## config.mk

```make
export PLATFORM = sky130hd
export DESIGN_NAME = snd_sample_fifo
export DESIGN_NICKNAME = d
export VERILOG_FILES = /design/src/rtl/snd_pkg.sv /design/src/rtl/snd_word_fifo.sv /design/src/rtl/snd_sample_fifo.sv
export SDC_FILE = /design/constraint.sdc
export NUM_CORES = 1
export LEC_CHECK = 0
export ABC_AREA = 1
export CAP_MARGIN = 20
export CORE_MARGIN = 2
export CORE_UTILIZATION = 60
export CTS_BUF_LIST = sky130_fd_sc_hd__clkbuf_2
export DETAILED_ROUTE_END_ITERATION = 10
export MAX_ROUTING_LAYER = met4
export PLACE_DENSITY = 0.85
export SLEW_MARGIN = 10
export SYNTH_ARGS = -nofsm -noshare
export SYNTH_HDL_FRONTEND = slang
export SYNTH_SLANG_ARGS = --single-unit
```

## constraint.sdc

```tcl
create_clock -name clk32 -period 7.66 [get_ports clk32]
set_input_delay 1.149 -clock clk32 [delete_from_list [all_inputs] [get_ports clk32]]
set_output_delay 1.149 -clock clk32 [all_outputs]
set_load 0.01 [all_outputs]
```

## src/rtl/snd_pkg.sv

```systemverilog
// Shared constants, sample type and prescaler helper for the sound sample FIFO.
package snd_pkg;

  localparam logic [1:0] RATE_6K25 = 2'b00;
  localparam logic [1:0] RATE_12K5 = 2'b01;
  localparam logic [1:0] RATE_25K  = 2'b10;
  localparam logic [1:0] RATE_50K  = 2'b11;

  // Prescaler width; covers DIV_50K << 3 for the default 640-cycle divider.
  localparam int unsigned PRESC_W = 16;

  typedef logic signed [7:0] sample_t;

  // Sample period in clk32 cycles for a rate code; each step down halves the rate.
  function automatic logic [PRESC_W-1:0] period(input logic [1:0] rate_i,
                                                input int unsigned div_50k);
    return PRESC_W'(div_50k << (2'd3 - rate_i));
  endfunction

endpackage

```

## src/rtl/snd_word_fifo.sv

```systemverilog
// DEPTH x 16 synchronous word FIFO; push and pop may coincide even when full.
module snd_word_fifo #(
  parameter int unsigned DEPTH = 4,
  localparam int unsigned AW = $clog2(DEPTH),
  localparam int unsigned CW = AW + 1
) (
  input  logic          clk32,
  input  logic          por,
  input  logic          flush,
  input  logic          push,
  input  logic          pop,
  input  logic [15:0]   din,
  output logic [15:0]   dout,
  output logic [CW-1:0] count
);

  logic [15:0]   mem_q [DEPTH];
  logic [AW-1:0] wr_ptr_q;
  logic [AW-1:0] rd_ptr_q;
  logic [CW-1:0] count_q;

  assign dout  = mem_q[rd_ptr_q];
  assign count = count_q;

  // Storage array; contents are don't-care until written.
  always_ff @(posedge clk32) begin
    if (push) begin
      mem_q[wr_ptr_q] <= din;
    end
  end

  // Pointers wrap naturally at DEPTH; flush empties the queue like reset.
  always_ff @(posedge clk32) begin
    if (por || flush) begin
      wr_ptr_q <= '0;
      rd_ptr_q <= '0;
      count_q  <= '0;
    end else begin
      if (push) wr_ptr_q <= wr_ptr_q + AW'(1);
      if (pop)  rd_ptr_q <= rd_ptr_q + AW'(1);
      count_q <= count_q + CW'(push) - CW'(pop);
    end
  end

endmodule

```

## src/rtl/snd_sample_fifo.sv

```systemverilog
// Sound DMA consumer: requests/buffers words and plays them out as L/R samples.
module snd_sample_fifo import snd_pkg::*; #(
  parameter int unsigned DEPTH   = 4,
  parameter int unsigned DIV_50K = 640
) (
  input  logic        clk32,
  input  logic        por,
  input  logic        sndon,
  input  logic        mono,
  input  logic [1:0]  rate,
  input  logic        sload,
  input  logic [15:0] din,
  output logic        sreq,
  output sample_t     left,
  output sample_t     right,
  output logic        strobe,
  output logic        underrun,
  output logic        overflow
);

  localparam int unsigned AW = $clog2(DEPTH);
  localparam int unsigned CW = AW + 1;

  logic [PRESC_W-1:0] cnt_q, cnt_d;
  logic [PRESC_W-1:0] period_q, period_d;
  logic               phase_q, phase_d;
  logic               sndon_q;
  logic               sreq_q, sreq_d;
  sample_t            left_q, left_d;
  sample_t            right_q, right_d;
  logic               strobe_q, strobe_d;
  logic               underrun_q, underrun_d;
  logic               overflow_q, overflow_d;

  logic               tick;
  logic               push;
  logic               pop;
  logic               flush;
  logic [15:0]        head;
  logic [CW-1:0]      count;
  logic [CW-1:0]      count_nxt;

  assign flush = ~sndon;

  snd_word_fifo #(.DEPTH(DEPTH)) u_fifo (
    .clk32 (clk32),
    .por   (por),
    .flush (flush),
    .push  (push),
    .pop   (pop),
    .din   (din),
    .dout  (head),
    .count (count)
  );

  // Prescaler, playback phase, load/pop arbitration and output next-state.
  always_comb begin
    cnt_d      = cnt_q;
    period_d   = period_q;
    phase_d    = phase_q;
    sreq_d     = 1'b0;
    left_d     = left_q;
    right_d    = right_q;
    strobe_d   = 1'b0;
    underrun_d = underrun_q;
    overflow_d = overflow_q;
    tick       = 1'b0;
    push       = 1'b0;
    pop        = 1'b0;
    count_nxt  = '0;

    if (!sndon) begin
      // Idle: hold prescaler at 0 and track the programmed rate for the next start.
      cnt_d    = '0;
      period_d = period(rate, DIV_50K);
      phase_d  = 1'b0;
      left_d   = '0;
      right_d  = '0;
    end else begin
      if (!sndon_q) begin
        underrun_d = 1'b0;
        overflow_d = 1'b0;
      end

      tick = (cnt_q == period_q - PRESC_W'(1));
      if (tick) begin
        cnt_d    = '0;
        period_d = period(rate, DIV_50K);
      end else begin
        cnt_d = cnt_q + PRESC_W'(1);
      end

      if (tick) begin
        if (count != '0) begin
          strobe_d = 1'b1;
          if (!mono) begin
            // Stereo also recovers from a half-played mono word by playing it as a pair.
            left_d  = sample_t'(head[15:8]);
            right_d = sample_t'(head[7:0]);
            pop     = 1'b1;
            phase_d = 1'b0;
          end else if (!phase_q) begin
            left_d  = sample_t'(head[15:8]);
            right_d = sample_t'(head[15:8]);
            phase_d = 1'b1;
          end else begin
            left_d  = sample_t'(head[7:0]);
            right_d = sample_t'(head[7:0]);
            pop     = 1'b1;
            phase_d = 1'b0;
          end
        end else begin
          underrun_d = 1'b1;
        end
      end

      // A same-cycle pop frees a slot, so a load into a full FIFO is accepted.
      if (sload) begin
        if ((count != CW'(DEPTH)) || pop) begin
          push = 1'b1;
        end else begin
          overflow_d = 1'b1;
        end
      end

      // One slot stays free for the word already in flight.
      count_nxt = count + CW'(push) - CW'(pop);
      sreq_d    = (count_nxt < CW'(DEPTH - 1));
    end
  end

  // State and output registers; por overrides everything.
  always_ff @(posedge clk32) begin
    if (por) begin
      cnt_q      <= '0;
      period_q   <= period(rate, DIV_50K);
      phase_q    <= 1'b0;
      sndon_q    <= 1'b0;
      sreq_q     <= 1'b0;
      left_q     <= '0;
      right_q    <= '0;
      strobe_q   <= 1'b0;
      underrun_q <= 1'b0;
      overflow_q <= 1'b0;
    end else begin
      cnt_q      <= cnt_d;
      period_q   <= period_d;
      phase_q    <= phase_d;
      sndon_q    <= sndon;
      sreq_q     <= sreq_d;
      left_q     <= left_d;
      right_q    <= right_d;
      strobe_q   <= strobe_d;
      underrun_q <= underrun_d;
      overflow_q <= overflow_d;
    end
  end

  assign sreq     = sreq_q;
  assign left     = left_q;
  assign right    = right_q;
  assign strobe   = strobe_q;
  assign underrun = underrun_q;
  assign overflow = overflow_q;

endmodule

```

# --- Yosys cells after proc, flatten, opt, wreduce, memory -nomap -nowiden ---
# Memories as Yosys holds them, arrays and structs flattened. A register that Yosys moved wholly into a read port is not among the register bits.
# Index checks and enable logic that the tools add are counted.
# W data, S select, Z words.
op_classes:
  magnitude_cmp: 1
  n_eq_ne: 3
  n_bitwise: 2
  addsub: 9
  n_reduce_logical: 7
  mux: 29
  shifts: 1
ops:
  columns: ["op", "count"]
  rows:
  - ["$mux W16", 3]
  - ["$mux W8", 3]
  - ["$mux W1", 21]
  - ["$add A16 B1 Y16 const B", 1]
  - ["$eq A16 B16 Y1", 1]
  - ["$shl A10 B2 Y16 const A", 1]
  - ["$sub A16 B1 Y16 const B", 1]
  - ["$add A3 B1 Y3", 2]
  - ["$reduce_or A3 Y1", 2]
  - ["$sub A3 B1 Y3", 2]
  - ["$add A2 B1 Y2 const B", 2]
  - ["$mux W2", 2]
  - ["$lt A3 B2 Y1 const B", 1]
  - ["$ne A3 B2 Y1 const B", 1]
  - ["$ne A3 B3 Y1 const B", 1]
  - ["$reduce_bool A3 Y1", 1]
  - ["$logic_or A1 B1 Y1", 2]
  - ["$not A1 Y1", 2]
  - ["$reduce_and A2 Y1", 1]
  - ["$reduce_or A2 Y1", 1]
  - ["$sub A2 B2 Y2 const A", 1]
word_totals:
  ramBits: 64
  output_inout_bits: 20
  in_bits: 23
  wordCells: 66
  reg_bits: 61
  n_memories: 1
memory_table:
  columns: ["name", "words", "word_bits", "read_ports", "rd_ports_with_merged_regs", "wr", "line", "rtl"]
  rows:
  - ["u_fifo.mem_q", 4, 16, 1, 1, 1, "snd_word_fifo.sv:17", "logic [15:0] mem_q [DEPTH];"]

# --- Logic depth before layout (Yosys ltp) ---
# Gate-level depths: netlist of run 1.
depth:
  ltp_word: 12
  depth_mapped: 18

# --- Hierarchy ---
# From an unflattened synthesis of run 1, not the netlist that was laid out.
unflattened:
  hier_cells: 579
  hier_area_um2: 5451.5
by_module_without_submodules:
  columns: ["module", "cells_each", "instances", "area_each_um2", "seq_area_each_um2"]
  rows:
  - ["snd_word_fifo", 231, 1, 2910.3, 2102.0]
  - ["snd_sample_fifo", 348, 1, 2541.2, 940.9]

# --- Least setup slack after synthesis of run 1 ---
# Ideal clock, no wire load.
synth_timing:
  path_type: "input -> register"
  startpoint: "input mono"
  endpoint: "memory u_fifo.mem_q[0][0], enable pin"
  n_path_buf: 0
  slack_ns: 4.483
  arrival_time_ns: 2.789
  cell_stages: 7
  path_cell_list: "nand2_1 inv_1 nor2_1 nand4_1 nand2_1 nand2_1 nor2_1"
synth_via:
  elab_chain_len: 11
synth_lines:
  columns: ["element", "line", "rtl"]
  rows:
  - ["from (decl)", "snd_sample_fifo.sv:9", "input logic mono,"]
  - ["$mux W1", "snd_sample_fifo.sv:96", "if (!mono) begin"]
  - ["$mux W1", "snd_sample_fifo.sv:94", "if (count != '0) begin"]
  - ["$mux W1", "snd_sample_fifo.sv:93", "if (tick) begin"]
  - ["$mux W1", "snd_sample_fifo.sv:72", "if (!sndon) begin"]
  - ["$logic_or A1 B1 Y1", "snd_sample_fifo.sv:119", "if ((count != CW'(DEPTH)) || pop) begin"]
  - ["$mux W1", "snd_sample_fifo.sv:119", null]
  - ["$mux W1", "snd_sample_fifo.sv:118", "if (sload) begin"]
  - ["$mux W1 (2 in series)", "snd_sample_fifo.sv:72", null]
  - ["$mux W1", "snd_word_fifo.sv:27", "if (push) begin"]
  - ["$mux W1 (implied by the code)", "snd_word_fifo.sv:28", "mem_q[wr_ptr_q] <= din;"]
  - ["to (decl)", "snd_word_fifo.sv:17", null]
# No other way between the ends. The select of a mux whose other input is x is not followed.

# --- Worst setup path in the final report of run 1 ---
layout_timing:
  startpoint: "register period_q[7]"
  endpoint: "register sreq_q (netlist: sreq)"
layout_via:
  elab_chain_len: 11
layout_lines:
  columns: ["element", "line", "rtl"]
  rows:
  - ["from (decl)", "snd_sample_fifo.sv:25", "logic [PRESC_W-1:0] period_q, period_d;"]
  - ["from (signal assigned)", "snd_sample_fifo.sv:136", "period_q <= period(rate, DIV_50K);"]
  - ["from (signal assigned)", "snd_sample_fifo.sv:147", "period_q <= period_d;"]
  - ["$sub A16 B1 Y16 (*)", "snd_sample_fifo.sv:85", "tick = (cnt_q == period_q - PRESC_W'(1));"]
  - ["$eq A16 B16 Y1 (*)", "snd_sample_fifo.sv:85", null]
  - ["$mux W1 (*)", "snd_sample_fifo.sv:93", null]
  - ["$mux W1 (*)", "snd_sample_fifo.sv:72", null]
  - ["$logic_or A1 B1 Y1", "snd_sample_fifo.sv:119", null]
  - ["$mux W1", "snd_sample_fifo.sv:119", null]
  - ["$mux W1", "snd_sample_fifo.sv:118", null]
  - ["$mux W1", "snd_sample_fifo.sv:72", null]
  - ["$add A3 B1 Y3", "snd_sample_fifo.sv:127", "count_nxt = count + CW'(push) - CW'(pop);"]
  - ["$sub A3 B1 Y3 (*)", "snd_sample_fifo.sv:127", null]
  - ["$lt A3 B2 Y1 (*)", "snd_sample_fifo.sv:128", "sreq_d = (count_nxt < CW'(DEPTH - 1));"]
  - ["to (signal assigned)", "snd_sample_fifo.sv:150", "sreq_q <= sreq_d;"]
  - ["to (decl)", "snd_sample_fifo.sv:28", "logic sreq_q, sreq_d;"]
# Mark *: on every way between the ends. The rest lies on a longest branch, timed or not. The select of a mux whose other input is x is not followed.
# A chain may end at the register's enable or synchronous reset.

==> flow_summary.ini, run 1 <==
[critical_path]
critPathRequiredTime_ns = 8.25
cp-startpoint = period_q[7]
reg2reg_depth = 17
critical_path_class = reg -> reg
critPathMaxStageDelay_ns = 0.47
path_cells = inv_1, ha_1, nand2_1, nand3_1, nand2_1, nor2_1, nand3_1, nor4_1, nand3_1, inv_1, ha_1, inv_1, ha_1, inv_1, fa_1, inv_1, a211oi_1
rr_startpoint = period_q[7]
cpMaxStageDelayCell = fa_1
start_kind = flip-flop
crit_arrival_ns = 3.70
critPathCaptureType = flip-flop
cp_max_fo = 5
cp_common_cell = inv_1

[cells_and_area]
area_growth_pct = 13.93
nets = 623
final_core_util_pct = 69.55
diodes = 0
drive_above_1_share_pct = 9.151
stdcell_count = 709

[logic_synthesis]
synth_most_common_cell = nand2_1
synthArstFlopShare_pct = 0
seq_area_frac_synth_pct = 57.73
synth_top_family_by_area = simple AND/OR/NAND/NOR gates
synthSimpleGateAreaFrac_pct = 16.97
synth_compound_area_share_pct = 11.06
synthCells = 538
yosys_warnings = 0
synth-main-ff-cell = edfxtp_1
synth_edf_count = 70
syn-num-nets = 573
synth_mux_area_share_pct = 3.038
synthesis.area_um2 = 5271
synth-xor-area-share_pct = 1.329
synth-seq-cells = 117
synth_top_cell_area_share_pct = 39.88
synth_fa_ha_area_share_pct = 3.133
ys_top_cells_by_count = nand2_1 (113), inv_1 (72), edfxtp_1 (70)
synth_cell_type_count = 38
syn_area_per_cell_um2 = 9.798
ys_top_cells_by_area = edfxtp_1 (40%), dfxtp_1 (18%), nand2_1 (8.0%)
synth_largest_area_cell = edfxtp_1

[global_route]
grt-busiest-layer = met2
grt_pass1_vias = 3841
gr-usage-met2_pct = 36.07
grt_max_degree = 36
grt_pass1_wl_um = 17460
overflow = 0
use_met1_pct = 31.96
use_met3_pct = 5.512
antenna_found_initial = 0
grt_usage_pct = 23.86

[detailed_routing]
drc = 0
drt_iter0_drc = 276
vias = 3966
avgRoutedWirePerCell_um = 14.80
drtAntennaViolNets = 0
via_per_inst = 5.594
wl_um = 10490
first_pass_iters = 5

[run_status]
outcome = complete, no violations

[hold_path]
hold_class = reg -> reg
hold_start = right[6]
hold_path_depth = 2

[die]
pin_count = 43
fp.dieH_um = 97.73
fp.coreArea_um2 = 8636
start_util_pct = 61.04
row_count = 34
die_x_um = 97.73
dieArea_um2 = 9551

[timing]
setup_tns_ns = 0
min_period_over_period_pct = 40.72
finalHoldViolCount = 0
fmax_mhz = 320.6
worst_slew_pin_slew_ns = 0.9850
clock_skew_ns = 0.04010
drv_slew = 0
period_needed_ns = 3.120
finalSetupViolCount = 0
slew_headroom_pct = 34.26
rsz0062_at_grt = false
hold_ws_ns = 0.4608
worst_slack_ns = 4.541

[clock_tree]
cts_made_buffers = 17
root_buffer = clkbuf_2
hold_buffers = 0
cts_sinks = 117
cts_resized = 0
clk_pin_slew_ns = 0.17
post_cts_buffers = 0
ctsHtreeMaxLevel = 4
cts_tree = yes
clk_latency_ns = 0.67
cts_max_path_buffers = 2

[run]
maxCapViolations = 0

[place]
gp_congestion = 0.8925
dp.cells = 676
io_buffers = 42
dpl.hpwl_um = 7166
dp_slack_ns = 3.981

[power_and_ir_drop]
power_density_nw_per_um2 = 185.7
p_leak_uw = 0.002289
vdd_drop_max_mv = 0.1087
[area by class of cell]
class,count,area [µm²]
well taps,108,135.1
flip-flops and latches,117,3043
clock buffers,21,105.1
clock inverters,11,102.6
repair buffers,47,465.4
multi-input cells,330,1873
fillers,644,2630
inverters,75,281.5
[critical path: cells and delay by family, from the launching register on]
family                     cells  cell delay [ns]
AOI/OAI and AO/OA              1             0.20
DFF                            1             0.41
buffers and inverters          5             0.38
adders and majority gates      4             1.12
and+or+nand+nor                7             0.94
[registers in the layout, summed over array words and instances (netlist names), named ones only]
signal           flops
cnt_q               16
left                 8
overflow             1
period_q             6
phase_q              1
right                8
sndon_q              1
sreq                 1
strobe               1
u_fifo.count         3
u_fifo.mem_q        64
u_fifo.rd_ptr_q      2
u_fifo.wr_ptr_q      2
underrun             1
[final timing paths]
| check | end | slack [ns] |
|---|---|---|
| min | right[6] | 0.46 |
| max reg2reg | sreq | 4.54 |
| min reg2reg | right[6] | 0.46 |
| max | sreq | 4.54 |
[power breakdown]
| group | internal, µW | switching [µW] |
|---|---|---|
| Sequential | 677 | 5.22 |
| Combinational | 29.0 | 42.1 |
| Clock | 124 | 237 |
| Total | 830 | 285 |
[per-stage QoR]
step	instance area [µm²]	total power (µW)
global placement	5783	761.9
floorplan	5271	736.3
CTS	5991	1119
finish	6006	1115
global route	6006	1162
detailed placement	5783	765.3
[kinds of logic after synthesis]
| family | count (synthesis) |
|---|---|
| AND/OR/NAND/NOR | 205 |
| adder cells (fa/ha/maj) | 12 |
| XOR/XNOR | 8 |
| buffers and inverters | 91 |
| flip-flops | 117 |
| multiplexers | 16 |
| AO/OA/AOI/OAI | 89 |
[placed cells by master (no fill, tap or decap), drive strengths merged, types with 3 or more instances in the layout]
| cell | n |
|---|---|
| ha | 10 |
| nor3 | 6 |
| dfxtp | 47 |
| a32o | 16 |
| nand4 | 4 |
| buf | 5 |
| xnor2 | 5 |
| inv | 79 |
| clkdlybuf4s50 | 42 |
| clkinv | 5 |
| xor2 | 3 |
| mux2i | 16 |
| nand2 | 116 |
| nand3 | 26 |
| clkbuf | 21 |
| nor4 | 4 |
| o21ai | 4 |
| o21a | 15 |
| a21oi | 50 |
| or2 | 3 |
| edfxtp | 70 |
| nor2 | 43 |
[per-layer routing]
metal,up-vias,wire [µm],share of wire (%)
met1,1867,4615,44
li1,1910,-,-
met2,172,4934,47
met4,0,157,1.5
met5,-,0,0
met3,17,785,7.5
(Power assumes the default switching activity.)
==> inputs of run 2 (changes only) <==
Clock period 7.66 ns to 2.9 ns, I/O delays scaled along.
==> run 2 against run 1 <==
  * Non-clock buffer count up 11
  * Combinational power rose to 2.8 times the previous value
  * Total power rose to 2.8 times the previous value
  * Register-to-register slack got worse by 4.4 ns
  * Highest routed layer unchanged
  * Sequential share of layout area decreased by 1.5 points
  * Cell count grew 1.6%
  * Largest cell class unchanged
  * Critical path depth decreased by 1
  * Clock power rose to 3.2 times the previous value
  * First-iteration DRC count increased by 24%
  * Sequential power rose to 2.6 times the previous value
==> flow_summary.ini, run 2 (same netlist as run 1, synthesis figures left out) <==
[run]
maxCapViolations = 0

[die]
pin_count = 43
start_util_pct = 61.04
fp.coreArea_um2 = 8636
die_x_um = 97.73
dieArea_um2 = 9551
fp.dieH_um = 97.73
row_count = 34

[timing]
worst_slew_pin_slew_ns = 0.7497
fmax_mhz = 357.0
finalSetupViolCount = 0
min_period_over_period_pct = 96.59
rsz0062_at_grt = true
drv_slew = 0
worst_slack_ns = 0.09897
slew_headroom_pct = 49.97
period_needed_ns = 2.801
clock_skew_ns = 0.02497
finalHoldViolCount = 0

[clock_tree]
cts_sinks = 117
clk_pin_slew_ns = 0.20
clk_latency_ns = 0.70
root_buffer = clkbuf_2
hold_buffers = 0
cts_tree = yes
cts_max_path_buffers = 2
ctsHtreeMaxLevel = 4
cts_made_buffers = 17

[cells_and_area]
num-fill-cells = 615
nets = 634
largest_reg_flops = 64
final_cell_mix = nand2_1 (110), edfxtp_1 (70), inv_1 (69), a21oi_1 (47), dfxtp_1 (47)
final_core_util_pct = 71.72
diodes = 0
drive_above_1_share_pct = 12.91
top_regs = u_fifo.mem_q (64), cnt_q (16)
top_register = u_fifo.mem_q
mostFrequentLayoutCell = nand2_1
area_growth_pct = 17.49

[power_and_ir_drop]
p_seq_share_pct = 57.1
vdd_drop_max_mv = 0.4466
power_density_nw_per_um2 = 510.1
total_power_uw = 3159
p_sw_uw = 846.8
clock_power_share_pct = 36.6
p_sw_share_pct = 26.80
p_leak_uw = 0.002378
p_int_uw = 2313
pwr-share-comb_pct = 6.4

[detailed_routing]
via_per_inst = 5.546
drt_iter0_drc = 343
avgRoutedWirePerCell_um = 15.12
vias = 3993
drtAntennaViolNets = 0
first_pass_iters = 5
drc = 0
wl_um = 10890

[critical_path]
start_kind = flip-flop
cp_max_fo = 3
critPathRequiredTime_ns = 3.52
critical_path_class = reg -> reg
crit_arrival_ns = 3.42
critPathCaptureType = flip-flop

[place]
gp_congestion = 0.8950
io_buffers = 42
dpl.hpwl_um = 7536
dp_slack_ns = -0.003815

[run_status]
outcome = complete, no violations

[hold_path]
hold_class = in -> reg

[global_route]
grt_pass1_vias = 3831
grt_pass1_wl_um = 17520
grt_max_degree = 36
antenna_found_initial = 0
overflow = 0
grt_usage_pct = 24.28
-- run 2: power groups by stage --
stage | logic, µW | registers, µW | clock network [µW]
2_1_floorplan | 110 | 1830 | 0
3_3_place_gp | 182 | 1840 | 0
3_5_place_dp | 189 | 1840 | 0
4_1_cts | 193 | 1800 | 1160
5_1_grt | 224 | 1810 | 1240
6_report | 202 | 1800 | 1150
-- run 2: what timing repair did --
action | 4_1_cts | 5_1_grt
resized for setup | 2 | 13
setup endpoints to repair | 1 | 3
pin swaps | 0 | 4
setup buffers | 1 | 1
endpoints found under the hold margin | 0 | 0
-- run 2: path summary, 6_finish.rpt --
| kind | from | to | slack (ns) | depth (start not counted) |
|---|---|---|---|---|
| setup / recovery | period_q[9] | sreq | 0.1 | 16 |
| hold / removal | por | overflow | 0.32 | 2 |
| hold reg to reg | right[5] | right[5] | 0.46 | 2 |
| setup reg to reg | period_q[9] | sreq | 0.1 | 16 |
-- run 2: worst max-delay path: stages, from the launching register on --
cell      delay [ns]
edfxtp_1        0.50
buf_4           0.18
xor2_1          0.15
nand2_1         0.10
nand2_1         0.07
nor2_1          0.09
nand3_1         0.09
nor4_2          0.14
nand3_1         0.12
inv_1           0.07
ha_1            0.21
inv_1           0.06
ha_1            0.15
inv_1           0.05
fa_1            0.49
inv_1           0.04
a211oi_1        0.20
-- run 2: final cells by class --
class	count	area, µm²	share of cell area [%]
Clock buffer	17	85.08	1.374
Sequential cell	117	3043	49.13
Multi-Input combinational cell	330	1926	31.09
Timing Repair Buffer	58	540.5	8.727
Clock inverter	15	182.7	2.949
Tap cell	108	135.1	2.182
Inverter	75	281.5	4.545
-- run 2: through the flow --
step | instance area, µm² | TNS [ns] | std cells | hold slack [ns]
2_1_floorplan | 5271 | 0 | 538 | 0.4175
3_3_place_gp | 5858 | 0 | 686 | 0.4290
3_5_place_dp | 5858 | -0.003815 | 686 | 0.4396
4_1_cts | 6142 | 0 | 719 | 0.2959
5_1_grt | 6193 | -0.1359 | 720 | 0.2718
6_report | 6193 | 0 | 720 | 0.3232
-- run 2: routing by layer --
| layer | routed length [µm] | share of wire [%] | GRT usage [%] |
|---|---|---|---|
| met2 | 5448 | 50 | 38.83 |
| met4 | 176 | 1.6 | 8.974 |
| met3 | 704 | 6.5 | 6.800 |
| met1 | 4557 | 42 | 29.74 |
| met5 | 0 | 0 | - |
